<file path="config.mk">
export PLATFORM = sky130hd
export DESIGN_NAME = trigger_combiner_n
export DESIGN_NICKNAME = d
export VERILOG_FILES = /design/src/rtl/trigger_combiner_pkg.sv /design/src/rtl/trigger_combiner_n_coinc_latch.sv /design/src/rtl/trigger_combiner_n.sv
export SDC_FILE = /design/constraint.sdc
export NUM_CORES = 1
export LEC_CHECK = 0
export ABC_CLOCK_PERIOD_IN_PS = 5450
export CAP_MARGIN = 20
export CORE_MARGIN = 10
export CORE_UTILIZATION = 51
export CTS_CLUSTER_SIZE = 24
export DETAILED_ROUTE_END_ITERATION = 10
export PLACE_DENSITY = 0.77
export SYNTH_ARGS = -nofsm -noshare
export SYNTH_HDL_FRONTEND = slang
export SYNTH_SLANG_ARGS = --single-unit
</file>
<file path="constraint.sdc">
create_clock -name CLK -period 5.45 [get_ports CLK]
set_input_delay 1.09 -clock CLK [delete_from_list [all_inputs] [get_ports CLK]]
set_output_delay 1.09 -clock CLK [all_outputs]
set_load 0.03 [all_outputs]
</file>
<file path="src/rtl/trigger_combiner_pkg.sv">
// Shared definitions for the N-channel trigger combiner: mode codes, FSM
// encoding and the popcount used by the coincidence condition.
package trigger_combiner_pkg;

  localparam logic [1:0] MODE_OR  = 2'd0;
  localparam logic [1:0] MODE_AND = 2'd1;
  localparam logic [1:0] MODE_MAJ = 2'd2;
  localparam logic [1:0] MODE_OFF = 2'd3;

  typedef enum logic [1:0] {
    ST_IDLE    = 2'd0,
    ST_FIRE    = 2'd1,
    ST_HOLDOFF = 2'd2
  } state_t;

  // Wide enough to count all 16 channels of the largest configuration.
  localparam int POP_W = 5;

  function automatic logic [POP_W-1:0] popcount(input logic [15:0] v);
    logic [POP_W-1:0] c;
    c = '0;
    for (int i = 0; i < 16; i++) begin
      c = c + {{(POP_W-1){1'b0}}, v[i]};
    end
    return c;
  endfunction

endpackage

</file>
<file path="src/rtl/trigger_combiner_n_coinc_latch.sv">
// One trigger channel: registered input, rising-edge detect and a window
// counter whose non-zero value is the channel's coincidence latch.
module coinc_latch
  import trigger_combiner_pkg::*;
#(
  parameter int WIN_W = 8
) (
  input  logic             clk,
  input  logic             rst_n,
  input  logic             i_trig,
  input  logic             i_enable,
  input  logic             i_clear,
  input  logic [WIN_W-1:0] i_win,
  output logic             o_latch
);

  logic             r_in;
  logic             r_prev;
  logic [WIN_W-1:0] r_cnt;
  logic             w_rise;
  logic [WIN_W-1:0] w_load;

  assign w_rise = r_in & ~r_prev;
  assign w_load = (i_win == '0) ? WIN_W'(1) : i_win;

  // Edge tracking continues through clears so a held level cannot re-trigger.
  always_ff @(posedge clk) begin
    if (!rst_n) begin
      r_in   <= 1'b0;
      r_prev <= 1'b0;
      r_cnt  <= '0;
    end else begin
      r_in   <= i_trig;
      r_prev <= r_in;
      if (i_clear || !i_enable) begin
        r_cnt <= '0;
      end else if (w_rise) begin
        r_cnt <= w_load;
      end else if (r_cnt != '0) begin
        r_cnt <= r_cnt - WIN_W'(1);
      end
    end
  end

  assign o_latch = (r_cnt != '0);

endmodule

</file>
<file path="src/rtl/trigger_combiner_n.sv">
// N-channel trigger combiner: per-channel coincidence latches, OR/AND/majority
// condition, prescaler, output pulse and holdoff FSM, saturating counters.
module trigger_combiner_n
  import trigger_combiner_pkg::*;
#(
  parameter int N_CH       = 4,
  parameter int WIN_W      = 8,
  parameter int PRESCALE_W = 16,
  parameter int HOLDOFF_W  = 16,
  parameter int WIDTH_W    = 8,
  parameter int CNT_W      = 32
) (
  input  logic                      CLK,
  input  logic                      RESET,
  input  logic [N_CH-1:0]           TRIG_IN,
  input  logic [N_CH-1:0]           ENABLE_MASK,
  input  logic [1:0]                MODE,
  input  logic [$clog2(N_CH+1)-1:0] MAJORITY_M,
  input  logic [WIN_W-1:0]          COINC_WINDOW,
  input  logic [PRESCALE_W-1:0]     PRESCALE,
  input  logic [HOLDOFF_W-1:0]      HOLDOFF,
  input  logic [WIDTH_W-1:0]        OUT_WIDTH,
  output logic                      TRIGGER_OUT,
  output logic [N_CH-1:0]           TRIGGER_PATTERN,
  output logic                      BUSY,
  output logic [CNT_W-1:0]          CANDIDATE_COUNT,
  output logic [CNT_W-1:0]          ACCEPT_COUNT,
  output state_t                    o_dbg_state
);

  localparam int TMR_W = (WIDTH_W > HOLDOFF_W) ? WIDTH_W : HOLDOFF_W;

  state_t                r_state, w_state_nxt;
  logic [TMR_W-1:0]      r_tmr, w_tmr_nxt;
  logic [PRESCALE_W-1:0] r_presc, w_presc_nxt;
  logic                  r_trig_out, w_trig_out_nxt;
  logic [N_CH-1:0]       r_pattern, w_pattern_nxt;
  logic [CNT_W-1:0]      r_cand, r_acc;
  logic                  w_candidate, w_accept, w_clear, w_cond;
  logic [N_CH-1:0]       w_latch, w_lvec;
  logic [POP_W-1:0]      w_pop, w_maj_m;
  logic [TMR_W-1:0]      w_width_m1;

  // Latches are held clear while dead and wiped by every candidate.
  assign w_clear = (r_state != ST_IDLE) || w_candidate;

  for (genvar g = 0; g < N_CH; g++) begin : g_ch
    coinc_latch #(.WIN_W(WIN_W)) u_latch (
      .clk      (CLK),
      .rst_n    (RESET),
      .i_trig   (TRIG_IN[g]),
      .i_enable (ENABLE_MASK[g]),
      .i_clear  (w_clear),
      .i_win    (COINC_WINDOW),
      .o_latch  (w_latch[g])
    );
  end

  assign w_lvec     = w_latch & ENABLE_MASK;
  assign w_pop      = popcount(16'(w_lvec));
  assign w_maj_m    = (MAJORITY_M == '0) ? POP_W'(1) : POP_W'(MAJORITY_M);
  assign w_width_m1 = (OUT_WIDTH == '0) ? '0 : TMR_W'(OUT_WIDTH) - TMR_W'(1);

  always_comb begin
    w_cond = 1'b0;
    case (MODE)
      MODE_OR:  w_cond = (w_pop != '0);
      MODE_AND: w_cond = (ENABLE_MASK != '0) && (w_lvec == ENABLE_MASK);
      MODE_MAJ: w_cond = (w_pop >= w_maj_m);
      default:  w_cond = 1'b0;
    endcase
  end

  always_comb begin
    w_state_nxt    = r_state;
    w_tmr_nxt      = r_tmr;
    w_presc_nxt    = r_presc;
    w_trig_out_nxt = r_trig_out;
    w_pattern_nxt  = r_pattern;
    w_candidate    = 1'b0;
    w_accept       = 1'b0;
    case (r_state)
      ST_IDLE: begin
        if (w_cond) begin
          w_candidate = 1'b1;
          if (r_presc == PRESCALE) begin
            w_presc_nxt    = '0;
            w_accept       = 1'b1;
            w_pattern_nxt  = w_lvec;
            w_trig_out_nxt = 1'b1;
            w_tmr_nxt      = w_width_m1;
            w_state_nxt    = ST_FIRE;
          end else begin
            w_presc_nxt = r_presc + PRESCALE_W'(1);
          end
        end
      end
      ST_FIRE: begin
        if (r_tmr == '0) begin
          w_trig_out_nxt = 1'b0;
          if (HOLDOFF == '0) begin
            w_state_nxt = ST_IDLE;
          end else begin
            w_state_nxt = ST_HOLDOFF;
            w_tmr_nxt   = TMR_W'(HOLDOFF) - TMR_W'(1);
          end
        end else begin
          w_tmr_nxt = r_tmr - TMR_W'(1);
        end
      end
      ST_HOLDOFF: begin
        if (r_tmr == '0) begin
          w_state_nxt = ST_IDLE;
        end else begin
          w_tmr_nxt = r_tmr - TMR_W'(1);
        end
      end
      default: w_state_nxt = ST_IDLE;
    endcase
  end

  always_ff @(posedge CLK) begin
    if (!RESET) begin
      r_state    <= ST_IDLE;
      r_tmr      <= '0;
      r_presc    <= '0;
      r_trig_out <= 1'b0;
      r_pattern  <= '0;
      r_cand     <= '0;
      r_acc      <= '0;
    end else begin
      r_state    <= w_state_nxt;
      r_tmr      <= w_tmr_nxt;
      r_presc    <= w_presc_nxt;
      r_trig_out <= w_trig_out_nxt;
      r_pattern  <= w_pattern_nxt;
      if (w_candidate && (r_cand != '1)) r_cand <= r_cand + CNT_W'(1);
      if (w_accept && (r_acc != '1))     r_acc  <= r_acc + CNT_W'(1);
    end
  end

  assign TRIGGER_OUT     = r_trig_out;
  assign TRIGGER_PATTERN = r_pattern;
  assign BUSY            = (r_state != ST_IDLE);
  assign CANDIDATE_COUNT = r_cand;
  assign ACCEPT_COUNT    = r_acc;
  assign o_dbg_state     = r_state;

endmodule

</file>
==> results of run 1 <==
-- Yosys cell counts (10+ instances only) --
cell type,number
and3_1,20
or4_1,18
nand2_1,83
xnor2_1,33
nor4_1,28
mux2i_1,19
a21oi_1,81
nand3_1,46
xor2_1,52
inv_1,39
nand2b_1,18
o22ai_1,12
o31ai_1,10
dfxtp_1,143
ha_1,21
nor2_1,100
nor3_1,28
and2_1,16
or3_1,49
o21ai_0,48
nand4_1,27
a211oi_1,15
clkbuf_1,32
-- worst paths after layout --
kind	to	start	slack, ns
worst max-delay path	r_presc[15]	g_ch[1].u_latch.r_cnt[2]	0.62
worst min-delay path	g_ch[1].u_latch.r_prev	g_ch[1].u_latch.r_in	0.47
worst max register to register	r_presc[15]	g_ch[1].u_latch.r_cnt[2]	0.62
worst min register to register	g_ch[1].u_latch.r_prev	g_ch[1].u_latch.r_in	0.47
-- stage by stage --
stage,setup WS (ns),utilization [%]
after floorplan,1.32,-
after global placement,0.463,60.9
after detailed placement,0.343,60.9
after CTS,0.631,64.8
after global routing,0.251,64.8
final,0.618,64.8
-- sequential cells by signal, indices dropped and copies added (netlist names), 2 cells and up --
register,cells
o_dbg_state,2
g_ch.u_latch.r_cnt,32
TRIGGER_PATTERN,4
ACCEPT_COUNT,32
g_ch.u_latch.r_in,4
CANDIDATE_COUNT,32
g_ch.u_latch.r_prev,4
r_tmr,16
r_presc,16
-- logic make-up (layout without fill, tap and decap cells) --
family | count (synthesis) | after routing
buf+inv | 88 | 211
simple gates | 468 | 468
xor+xnor | 85 | 85
fa+ha+maj | 22 | 22
flops | 143 | 143
compound gates | 203 | 203
mux | 19 | 19
-- routing by layer --
layer / wire length (um) / GRT usage (%)
met5: 0 / 0
met4: 259 / 5.50
met3: 1110 / 4.70
met2: 10300 / 31.8
met1: 9890 / 24.3
-- cells in the final DEF, fill, tap and decap left out, types with 6 or more instances in the layout --
cell               n
buf_4              7
nand2_1           83
o22ai_1           12
mux2i_1           19
and3_1            20
nor3_1            28
clkbuf_16         17
nor4_1            28
or4_1             18
o31ai_1           10
ha_1              21
o21ai_0           48
a21oi_1           81
clkdlybuf4s50_1  133
nand4_1           27
inv_1             38
nor2_1           100
and2_1            16
nand3_1           46
xor2_1            52
and4_1             7
nor3b_1            6
nand2b_1          18
xnor2_1           33
dfxtp_1          143
a211oi_1          15
or3_1             49
-- layout make-up --
type / count / area [sq um] / share of cell area [%]
flip-flops and latches: 143 / 2860 / 27.9
clock buffers: 18 / 439 / 4.28
repair buffers: 142 / 1390 / 13.6
clock inverters: 12 / 169 / 1.65
multi-input cells: 797 / 4970 / 48.5
well taps: 216 / 270 / 2.64
inverters: 39 / 146 / 1.43
-- power by group through the flow --
stage	Sequential [W]	Clock, W	Combinational (W)
finish	0.00128	0.00122	0.00194
global route	0.00130	0.00128	0.00218
CTS	0.00128	0.00124	0.00194
detailed placement	0.00130	0	0.00192
global placement	0.00130	0	0.00188
floorplan	0.00128	0	0.00163
==> reports/metrics.cfg, run 1 <==
[route]
wl_um = 21500
drt_iter0_drc = 436
drc = 0
via_count = 7809
via_per_inst = 5.71
wl_per_cell_um = 15.8
detail-route-antenna-nets = 0
firstDrtPassIters = 4

[setup_path]
cp_num_buf_inv = 1
path_max_fanout = 16
crit_slowest_cell = or4b_2
critPathRequiredTime_ns = 5.74
path_cells = nor4_1 > nand2_1 > or3_1 > and2_1 > fa_1 > ha_1 > ha_1 > nor4_1 > or3_1 > a221oi_2 > a21o_2 > buf_4 > or4b_2 > xor2_1 > nor2_1
critPathKind = flip-flop to flip-flop
cp-end-kind = flip-flop
start_kind = flip-flop
cp_num_cells = 15
reg2reg_depth = 15
slowest_delay_ns = 0.61
cp.arrival_ns = 5.12
worst_path_dominant_cell_family = simple AND/OR/NAND/NOR gates

[cts]
cts_buffers = 17
clock_sink_count = 143
cts_setup_buffers = 0
cts_tree = yes
cts_resized = 0
clk_latency_ns = 0.42
cts.reportedPaths.clkPinSlew_ns = 0.06
holdBufCountCts = 0
cts_max_level = 4
clockBufferDepth = 2
cts_root_buf = clkbuf_16

[global_route]
gr-total-overflow = 0
track_usage_pct = 19.2
grt_pass1_wl_um = 35200
grt_max_degree = 55
antenna_found_initial = 0
grt_pass1_vias = 7224

[pwr]
internal_power_w = 0.00276
power_w = 0.00444
combPwrFrac_pct = 43.7
vdd_ir_drop_max_mv = 0.323
seqPwrFrac_pct = 28.9
switching_power_w = 0.00168
power_density_nw_per_um2 = 433
power_leakage_nw = 3.77
p_clk_share_pct = 27.5
swShare_pct = 37.9

[synthesis]
syn_area_sq_um = 8210
synthTopCellsByArea = dfxtp_1, xor2_1, a21oi_1
syn_inst = 1028
synth-xor-area-share_pct = 9.06
synth-simple-area-share_pct = 30.7
synth_top_family_by_area = simple AND/OR/NAND/NOR gates
synth_edf_count = 0
synth_compound_area_share_pct = 15.0
async_flop_share_pct = 0
yosysTopAreaCell = dfxtp_1
syn_avg_cell_area_sq_um = 7.99
synth_top_area_share_pct = 34.9
synthMuxAreaShare_pct = 2.32
synth_fa_ha_area_share_pct = 3.44
ys_seq_area_share_pct = 34.9
synth_fp_nets = 1113
ys_seq_elements = 143
synth_top_flop_cell = dfxtp_1
yosysWarnings = 0
yosysUniqueCellTypes = 64

[place]
dp_hpwl_um = 15400
dp_cells = 1336
place.gp.congestion = 0.868
io_buffers = 134
place_area_sq_um = 9640

[floorplanning]
die_area_sq_um = 21600
core_sq_um = 15800
die_x_um = 147
num_io_pins = 135
die_h_um = 147
num_rows = 46
initial_core_util_pct = 51.9

[timing]
min_period_ns = 4.83
tightestPinTransition_ns = 0.811
fin_skew_ns = 0.00841
holdWs_ns = 0.466
report.final.slew_viol_count = 0
finalSetupViolations = 0
max_slew_margin_pct = 45.9
grt_setup_unrepaired = no
finalHoldViolations = 0
max_freq_mhz = 207
fin_crit_sh_pct = 88.7
setup_tns_ns = 0

[final_layout]
fillers = 1386
area_growth_pct = 24.8
drive_gt1_share_pct = 5.13
fin_cells = 1367
fin_nets = 1225
diodes = 0
design_area_sq_um = 10300

[flow_run]
cap_viol_max_count = 0

[worst_hold_path]
hold_class = flip-flop to flip-flop
worstHoldPathCells = 1

[status]
outcome = finished, final reports clean

Power figures use the tool's default switching activity.
==> inputs of run 2 (changes only) <==
- CTS_CLUSTER_SIZE: 24 -> 30
==> results of run 2 <==
No change in the layout: final DEF, timing and power equal those of run 1.
==> inputs of run 3 (changes only) <==
- CELL_PAD_IN_SITES_DETAIL_PLACEMENT: not set -> 0
- CELL_PAD_IN_SITES_GLOBAL_PLACEMENT: not set -> 1
- CORE_UTILIZATION: 51 -> 40
- PLACE_DENSITY: 0.77 -> not set
- PLACE_DENSITY_LB_ADDON: not set -> 0.1
==> reports/metrics.cfg, run 3 (same netlist as run 1, synthesis figures left out) <==
[floorplanning]
core_sq_um = 20200
num_io_pins = 135
die_h_um = 163
die_x_um = 163
initial_core_util_pct = 40.6
die_area_sq_um = 26700
num_rows = 52

[final_layout]
drive_gt1_share_pct = 5.29
multi_input_area_sq_um = 4970
final_cell_mix = dfxtp_1, clkdlybuf4s50_1, nor2_1
final_common_cell = dfxtp_1
fillers = 1977
area_growth_pct = 26.5
regArea_sq_um = 2860
fin_cells = 1424
diodes = 0
fin_nets = 1227
finish.utilization_pct = 51.3

[timing]
min_period_ns = 4.75
report.final.slew_viol_count = 0
fin_skew_ns = 0.0109
tightestPinTransition_ns = 0.678
setup_tns_ns = 0
max_freq_mhz = 210
finalSetupViolations = 0
finalHoldViolations = 0
grt_setup_unrepaired = no
fin_crit_sh_pct = 87.2
holdWs_ns = 0.462
max_slew_margin_pct = 54.8

[pwr]
internal_power_w = 0.00281
power_leakage_nw = 3.80
power_density_nw_per_um2 = 435
switching_power_w = 0.00171
swShare_pct = 37.8
seqPwrFrac_pct = 28.4
p_clk_share_pct = 28.6
combPwrFrac_pct = 43.0
power_w = 0.00452
vdd_ir_drop_max_mv = 0.232

[global_route]
grt_pass1_wl_um = 37700
antenna_found_initial = 0
grt_pass1_vias = 7235
grt_max_degree = 55
track_usage_pct = 17.1
gr-total-overflow = 0

[route]
firstDrtPassIters = 4
met3WireLength_um = 1100
wl_per_cell_um = 16.1
top_layer_used = met4
wl_um = 23000
wl_met2_um = 10700
drt_iter0_drc = 422
via_per_inst = 5.32
detail-route-antenna-nets = 0
wl_met1_um = 11000
drc = 0
via_count = 7575

[worst_hold_path]
hold_class = flip-flop to flip-flop

[cts]
cts_buffers = 17
cts_tree = yes
clk_latency_ns = 0.42
clock_sink_count = 143
clockBufferDepth = 2
holdBufCountCts = 0
cts_max_level = 4
cts_root_buf = clkbuf_16
cts.reportedPaths.clkPinSlew_ns = 0.06
cts_resized = 0
cts_setup_buffers = 0

[status]
outcome = finished, final reports clean

[setup_path]
critPathRequiredTime_ns = 5.80
cp-end-kind = flip-flop
path_max_fanout = 13
start_kind = flip-flop
cp.arrival_ns = 5.10
critPathKind = flip-flop to flip-flop

[flow_run]
cap_viol_max_count = 0

[place]
dp_hpwl_um = 16600
io_buffers = 134
dp_cells = 1392
place.gp.congestion = 0.825

[run 3: cell count changes in the layout (fill, tap and decap cells not counted), sizes merged]
cell | before | now
clkinvlp | 2 | 1
clkbuf | 19 | 20
inv | 39 | 42
buf | 8 | 10
bufinv | 4 | 5
clkinv | 6 | 3
[run 3: metal layers]
metal	vias to the layer above	GRT usage, %
li1	3940	-
met1	3496	22.6
met2	125	27.5
met3	14	4.05
met4	0	4.39
met5	-	0
[run 3: critical path, stage by stage (launching register included)]
cell	delay, ns
dfxtp_1	0.34
nor4_1	0.37
nand2_1	0.14
or3_1	0.46
and2_1	0.25
fa_1	0.49
ha_1	0.20
ha_1	0.30
nor4_1	0.07
or3_1	0.36
a221oi_2	0.21
a21o_2	0.38
nand3_1	0.39
or4_1	0.57
a21oi_1	0.14
[run 3: area by class of cell]
cell class / instances / area share, %
multi-input cells: 797 / 47.9
flip-flops and latches: 143 / 27.6
repair buffers: 144 / 13.7
clock buffers: 19 / 4.26
well taps: 270 / 3.25
clock inverters: 12 / 1.99
inverters: 39 / 1.41
[run 3: final timing paths]
| kind | start | cells after the start | slack, ns | to |
|---|---|---|---|---|
| hold reg to reg | g_ch[0].u_latch.r_in | 1 | 0.46 | g_ch[0].u_latch.r_prev |
| hold / removal | g_ch[0].u_latch.r_in | 1 | 0.46 | g_ch[0].u_latch.r_prev |
| setup reg to reg | g_ch[1].u_latch.r_cnt[2] | 14 | 0.70 | CANDIDATE_COUNT[5] |
| setup / recovery | g_ch[1].u_latch.r_cnt[2] | 14 | 0.70 | CANDIDATE_COUNT[5] |
[run 3: power by group through the flow]
stage	Sequential (W)	Combinational, W	Clock [W]
after global placement	0.00130	0.00193	0
after detailed placement	0.00130	0.00195	0
after global routing	0.00131	0.00221	0.00137
final	0.00128	0.00194	0.00130
after floorplan	0.00128	0.00163	0
after CTS	0.00128	0.00196	0.00133
[run 3: stage by stage]
step                      worst slack [ns]  cell area (sq um)
after global routing                 0.299              10400
final                                0.698              10400
after CTS                            0.680              10400
after floorplan                       1.32               8210
after detailed placement             0.309               9740
after global placement               0.435               9740
